==> src/rtl/gcm_tag_gate.sv <==
// gcm_tag_gate: receive-side release-after-verify gate for the GCM-AES output
// stream. Output blocks are buffered until the computed tag has been compared
// with the host's expected tag. On a match they are released downstream. On a
// mismatch or an overflow they are discarded.
module gcm_tag_gate #(
    parameter int DEPTH = 16
) (
    input  logic         clk,
    input  logic         rst,
    input  logic         i_cp_ready,
    input  logic [0:127] i_cipher_text,
    input  logic         i_tag_ready,
    input  logic [0:127] i_tag,
    input  logic         i_exp_tag_valid,
    input  logic [0:127] i_exp_tag,
    output logic         o_block_valid,
    output logic [0:127] o_block,
    input  logic         i_block_ready,
    output logic         o_done,
    output logic         o_auth_ok,
    output logic         o_auth_fail,
    output logic         o_drop
);

    localparam int AW = $clog2(DEPTH);
    localparam logic [AW:0] FULL_CNT = (AW+1)'(DEPTH);
    localparam logic [AW:0] ONE_CNT  = (AW+1)'(1);

    typedef enum logic [1:0] {COLLECT, COMPARE, RELEASE, FLUSH} state_t;

    state_t        state_q, state_d;
    logic [0:127]  mem_q [DEPTH];
    logic [AW-1:0] wr_q, rd_q;
    logic [AW:0]   cnt_q;
    logic [0:127]  tag_q, exp_q;
    logic          tag_vld_q, exp_vld_q, ovf_q;
    logic          drop_q, done_q, ok_q, fail_q;

    // Decoded per-cycle controls
    logic blk_vld, pop, retire, retire_ok, push, full, in_collect;

    assign in_collect = (state_q == COLLECT);
    assign full       = (cnt_q == FULL_CNT);
    // The pipeline cannot stall, so a block arriving while full is simply lost.
    assign push       = in_collect && i_cp_ready && !full;
    assign pop        = blk_vld && i_block_ready;

    // State register
    always_ff @(posedge clk) begin
        if (rst) state_q <= COLLECT;
        else     state_q <= state_d;
    end

    // Next-state: leave RELEASE once the last buffered block is taken.
    always_comb begin
        state_d = state_q;
        case (state_q)
            COLLECT: if (tag_vld_q && exp_vld_q) state_d = COMPARE;
            COMPARE: state_d = ((tag_q == exp_q) && !ovf_q) ? RELEASE : FLUSH;
            RELEASE: if ((cnt_q == '0) || ((cnt_q == ONE_CNT) && i_block_ready))
                         state_d = COLLECT;
            FLUSH:   state_d = COLLECT;
            default: state_d = COLLECT;
        endcase
    end

    // Output decode. The retire condition is computed from registered state
    // here, not from state_d, so the two combinational processes stay independent.
    always_comb begin
        blk_vld   = 1'b0;
        retire    = 1'b0;
        retire_ok = 1'b0;
        case (state_q)
            RELEASE: begin
                blk_vld   = (cnt_q != '0);
                retire    = (cnt_q == '0) || ((cnt_q == ONE_CNT) && i_block_ready);
                retire_ok = retire;
            end
            FLUSH:   retire = 1'b1;
            default: ;
        endcase
    end

    // FIFO storage. It is not reset because the pointers define what is valid.
    always_ff @(posedge clk) begin
        if (push) mem_q[wr_q] <= i_cipher_text;
    end

    // FIFO pointers, tag holders, overflow/drop tracking and completion pulses
    always_ff @(posedge clk) begin
        if (rst) begin
            wr_q      <= '0;
            rd_q      <= '0;
            cnt_q     <= '0;
            tag_q     <= '0;
            exp_q     <= '0;
            tag_vld_q <= 1'b0;
            exp_vld_q <= 1'b0;
            ovf_q     <= 1'b0;
            drop_q    <= 1'b0;
            done_q    <= 1'b0;
            ok_q      <= 1'b0;
            fail_q    <= 1'b0;
        end else begin
            done_q <= retire;
            ok_q   <= retire_ok;
            fail_q <= retire && !retire_ok;

            if (push) begin
                wr_q  <= wr_q + AW'(1);
                cnt_q <= cnt_q + ONE_CNT;
            end
            if (in_collect && i_cp_ready && full) begin
                ovf_q  <= 1'b1;
                drop_q <= 1'b1;
            end
            if (pop) begin
                rd_q  <= rd_q + AW'(1);
                cnt_q <= cnt_q - ONE_CNT;
            end
            if (state_q == FLUSH) begin
                wr_q  <= '0;
                rd_q  <= '0;
                cnt_q <= '0;
            end

            if (in_collect && i_tag_ready) begin
                tag_q     <= i_tag;
                tag_vld_q <= 1'b1;
            end
            // Upstream traffic outside COLLECT belongs to no instance and is lost.
            if (!in_collect && (i_cp_ready || i_tag_ready)) drop_q <= 1'b1;

            if (i_exp_tag_valid && !exp_vld_q && (state_q != FLUSH)) begin
                exp_q     <= i_exp_tag;
                exp_vld_q <= 1'b1;
            end

            if (retire) begin
                tag_vld_q <= 1'b0;
                exp_vld_q <= 1'b0;
                ovf_q     <= 1'b0;
            end
        end
    end

    assign o_block_valid = blk_vld;
    assign o_block       = blk_vld ? mem_q[rd_q] : '0;
    assign o_done        = done_q;
    assign o_auth_ok     = ok_q;
    assign o_auth_fail   = fail_q;
    assign o_drop        = drop_q;

endmodule

==> config.mk <==
export PLATFORM = sky130hd
export DESIGN_NAME = gcm_tag_gate
export DESIGN_NICKNAME = d
export VERILOG_FILES = /design/src/rtl/gcm_tag_gate.sv
export SDC_FILE = /design/constraint.sdc
export NUM_CORES = 2
export LEC_CHECK = 0
export ABC_CLOCK_PERIOD_IN_PS = 15400
export BUFFER_PORTS_ARGS = -buffer_cell sky130_fd_sc_hd__buf_2
export CAP_MARGIN = 30
export CORE_MARGIN = 2
export CORE_UTILIZATION = 45
export DETAILED_ROUTE_END_ITERATION = 10
export GPL_TIMING_DRIVEN = 0
export PLACE_DENSITY_LB_ADDON = 0.15
export SETUP_SLACK_MARGIN = 0.3
export SYNTH_ARGS = -nofsm -noshare
export SYNTH_HDL_FRONTEND = slang
export SYNTH_SLANG_ARGS = --single-unit
==> constraint.sdc <==
create_clock -name clk -period 15.4 [get_ports clk]
set_clock_uncertainty 0.1 [all_clocks]
set_input_delay 3.08 -clock clk [delete_from_list [all_inputs] [get_ports clk]]
set_output_delay 3.08 -clock clk [all_outputs]
set_load 0.01 [all_outputs]
==> summary.md <==
| Metric | Value |
|---|---|
| Status | complete, no violations |
| Die height | 449 µm |
| CP Max Fanout | 10 |
| Leak Pwr | 34.3 nW |
| Post-route cell area | 106000 µm² |
| Crit path from | cnt_q[0] |
| Core area | 197000 µm² |
| Post_cts resized | 0 |
| Clk slew on worst S/H paths | 0.06 ns |
| Routed WL | 254000 µm |
| WHS Endpoint | exp_q[37] |
| Final core utilization | 0.537 |
| Origin of the critical flop-to-flop path | cnt_q[0] |
| Io pins | 523 |
| Initial Util | 0.452 |
| Dpl hpwl | 176000 µm |
| Final ANT Viol Nets | 0 |
| Post-synthesis sequential area ratio | 0.754 |
| Filler cell count | 15.5k |
| Synth warnings | 0 |
| Synth Register Bits | 2330 |
| PD cells | 126 nW/µm² |
| Vias per Instance | 5.70 |
| Grt ovf | 0 |
| Post-synth EDFFs | 2048 |
| CTS Buffer Depth | 3 |
| Crit. End Element | output port |
| Cts hold-fix bufs | 0 |
| Critical path launch point type | flip-flop |
| Max H-tree Level | 4 |
| Number of nets in the layout | 5815 |
| Gr usage total | 0.252 |
| Primary FF master, synth | edfxtp_1 |
| Most common cell in the netlist | edfxtp_1 |
| Clock Tree Root | clkbuf_16 |
| Syn-to-layout area delta | 18.7% |
| Fin cells | 8266 |
| Min cycle time layout | about 7.5 ns |
| Top post-synthesis cells by count | 2048 x edfxtp_1, 640 x mux4_2, 528 x nand2_1, 282 x dfxtp_1, 268 x a21oi_1 |
| Clock Latency Late Sink | 0.86 ns |
| Number of placement rows | 163 |
| Worst r2r dst | mem_q[1][77] |
| Final setup fails | 0 |
| Vias in the first global route | 47.1k |
| Worst hold path type | flip-flop to flip-flop |
| Max IR drop VDD | 0.0000962 V |
| TritonCTS Buffers | 234 |
| CTS Sinks | 2330 |
| Cells after Synth | between 4k and 5k |
| Vias | 47.1k |
| Post-CTS Setup Repair Bufs | 0 |
| Hold path depth | 2 |
| Proportion of layout cells with a drive suffix above 1 | 0.313 |
| Chip Width | about 450 µm |
| Slew Limit Fails | 0 |
| Worst hold path startpoint | exp_q[37] |
| Final Wtd Congestion | a little under 1 |
| WS Path Type | flip-flop to output port |
| RSZ-0062 raised after global routing | no |
| Slew @ Worst Pin | approximately 1 ns |
| DRC | 0 |
| F_max | 0.134 GHz |
| Drt first pass iters | 5 |
| CTS tree | yes |
| Initial antenna violation count | 66 |
| Share of Yosys cell area claimed by the top area cell type | 0.691 |
| Setup TNS | 0 ns |
| Placed insts | 7819 |
| CP Data Required Time | 12.22 ns |
| Final worst path period share | 0.486 |
| Max-Cap Viols | 0 |
| Syn Nets | between 4k and 5k |
| DIE AREA | approximately 200000 µm² |
| Post-synth design cell area | 89100 µm² |
| Iter 0 DRT Violations | 5091 |
| Port Buffers | 521 |
| R2R cell count | 16 |
| Synth cell types | approximately 40 |
| Post-synth ARST share | 0 |
| Final-report hold violation count | 0 |
| Avg Inst Size Synth | 19.9 µm² |
| Crit path DAT | around 4.3 ns |
| Placement Cell Area | 98200 µm² |
| Largest net degree at the start of global routing | 23 |
| Cell taking the most area after synthesis | edfxtp_1 |
| WL per Instance | 30.7 µm |
| Global-route wire length before repair | 358000 µm |
| Fin worst setup slack | 7.92 ns |
| Post-place setup slack | slightly below 9 ns |
| Slew margin rel. | 0.310 |
| Reg2reg setup slack | 10.87 ns |
| Synth top area cells | edfxtp_1 69%, mux4_2 16%, dfxtp_1 6.3%, nand2_1 2.2%, a21oi_1 1.5% |
==> worst max-delay path, stage by stage (launching register included) <==
cell and delay (ns):
dfxtp_1 0.41, inv_1 0.12, ha_1 0.25, a21oi_1 0.78, clkbuf_1 0.67, clkbuf_1 0.66
and2_1 0.38, buf_2 0.18
==> cell usage in the layout (no fill, tap or decap), types with 13 or more instances in the layout <==
cell type  synthesis  layout
edfxtp_1        2048    2048
mux4_2           640     640
buf_2              6     528
nand2_1          528     528
dfxtp_1          282     282
a21oi_1          268     268
clkbuf_16          0     236
clkbuf_1         169     219
and2_1           130     130
buf_6             18      83
buf_12             0      73
clkinv_1           0      53
inv_1             52      52
buf_4             36      44
xor2_1            44      44
clkinv_2           0      37
xnor2_1           35      35
nor2_1            40      28
buf_8              0      26
nor2b_1           24      24
bufinv_16          0      20
nand2b_1          19      19
buf_1             19      19
nor4_1            17      17
nand4_1           16      16
buf_16             0      16
diode_2            0      14
o22ai_1           13      13
==> power breakdown <==
group	switching, mW	internal, mW
clock network	2.39	3.18
logic	0.449	0.277
registers	0.0587	7.01
total	2.89	10.5
==> flip-flops by register name, indices dropped and copies added (netlist names), named ones only <==
| register | count |
|---|---|
| state_q | 2 |
| tag_q | 128 |
| ovf_q | 1 |
| exp_vld_q | 1 |
| o_auth_ok | 1 |
| o_done | 1 |
| mem_q | 2048 |
| tag_vld_q | 1 |
| cnt_q | 5 |
| o_drop | 1 |
| wr_q | 4 |
| rd_q | 4 |
| o_auth_fail | 1 |
| exp_q | 128 |
==> metrics by stage <==
| step | power (mW) | hold WS, ns |
|---|---|---|
| floorplan | 7.57 | 0.328 |
| global route | 13.8 | 0.379 |
| detailed placement | 7.93 | 0.347 |
| global placement | 7.95 | 0.345 |
| finish | 13.4 | 0.356 |
| CTS | 13.5 | 0.355 |
==> metal layers <==
layer  routed length [µm]  part of all wire  GRT usage
met5                  233           0.00092          0
met4                 9860             0.039     0.0928
met3                16000             0.063     0.0417
met2               125000              0.49      0.413
met1               103000              0.40      0.341
==> worst max-delay path by stage <==
stage	slack, ns	end	cells after the start
3_5_place_dp	8.65	mem_q[1][84]	14
3_3_place_gp	-11.52	mem_q[0][81]	6
2_1_floorplan	2.07	mem_q[0][0]	5
4_1_cts	7.84	o_block[50]	8
5_1_grt	7.72	o_block[17]	7
6_report	7.92	o_block[17]	7
==> cells by family after synthesis <==
kind of cell	Yosys count	share of synthesized area
AOI/OAI and AO/OA	321	0.0199
xor gates and xnor gates	79	0.00777
adders and majority gates	9	0.00126
buffers and inverters	300	0.0158
DFF	2330	0.754
muxes	640	0.162
and+or+nand+nor	791	0.0395
==> cell type report <==
cell class	count	area, µm²	share of cell area
Timing Repair Buffer	710	5700	0.0539
Multi-Input combinational cell	1840	20600	0.195
Clock inverter	131	1270	0.0120
Sequential cell	2330	67100	0.635
Buffer	248	1210	0.0115
Tap cell	2640	3300	0.0312
Antenna cell	14	35.0	0.000331
Inverter	52	195	0.00185
Clock buffer	301	6240	0.0590
Power figures use the tool's default switching activity.
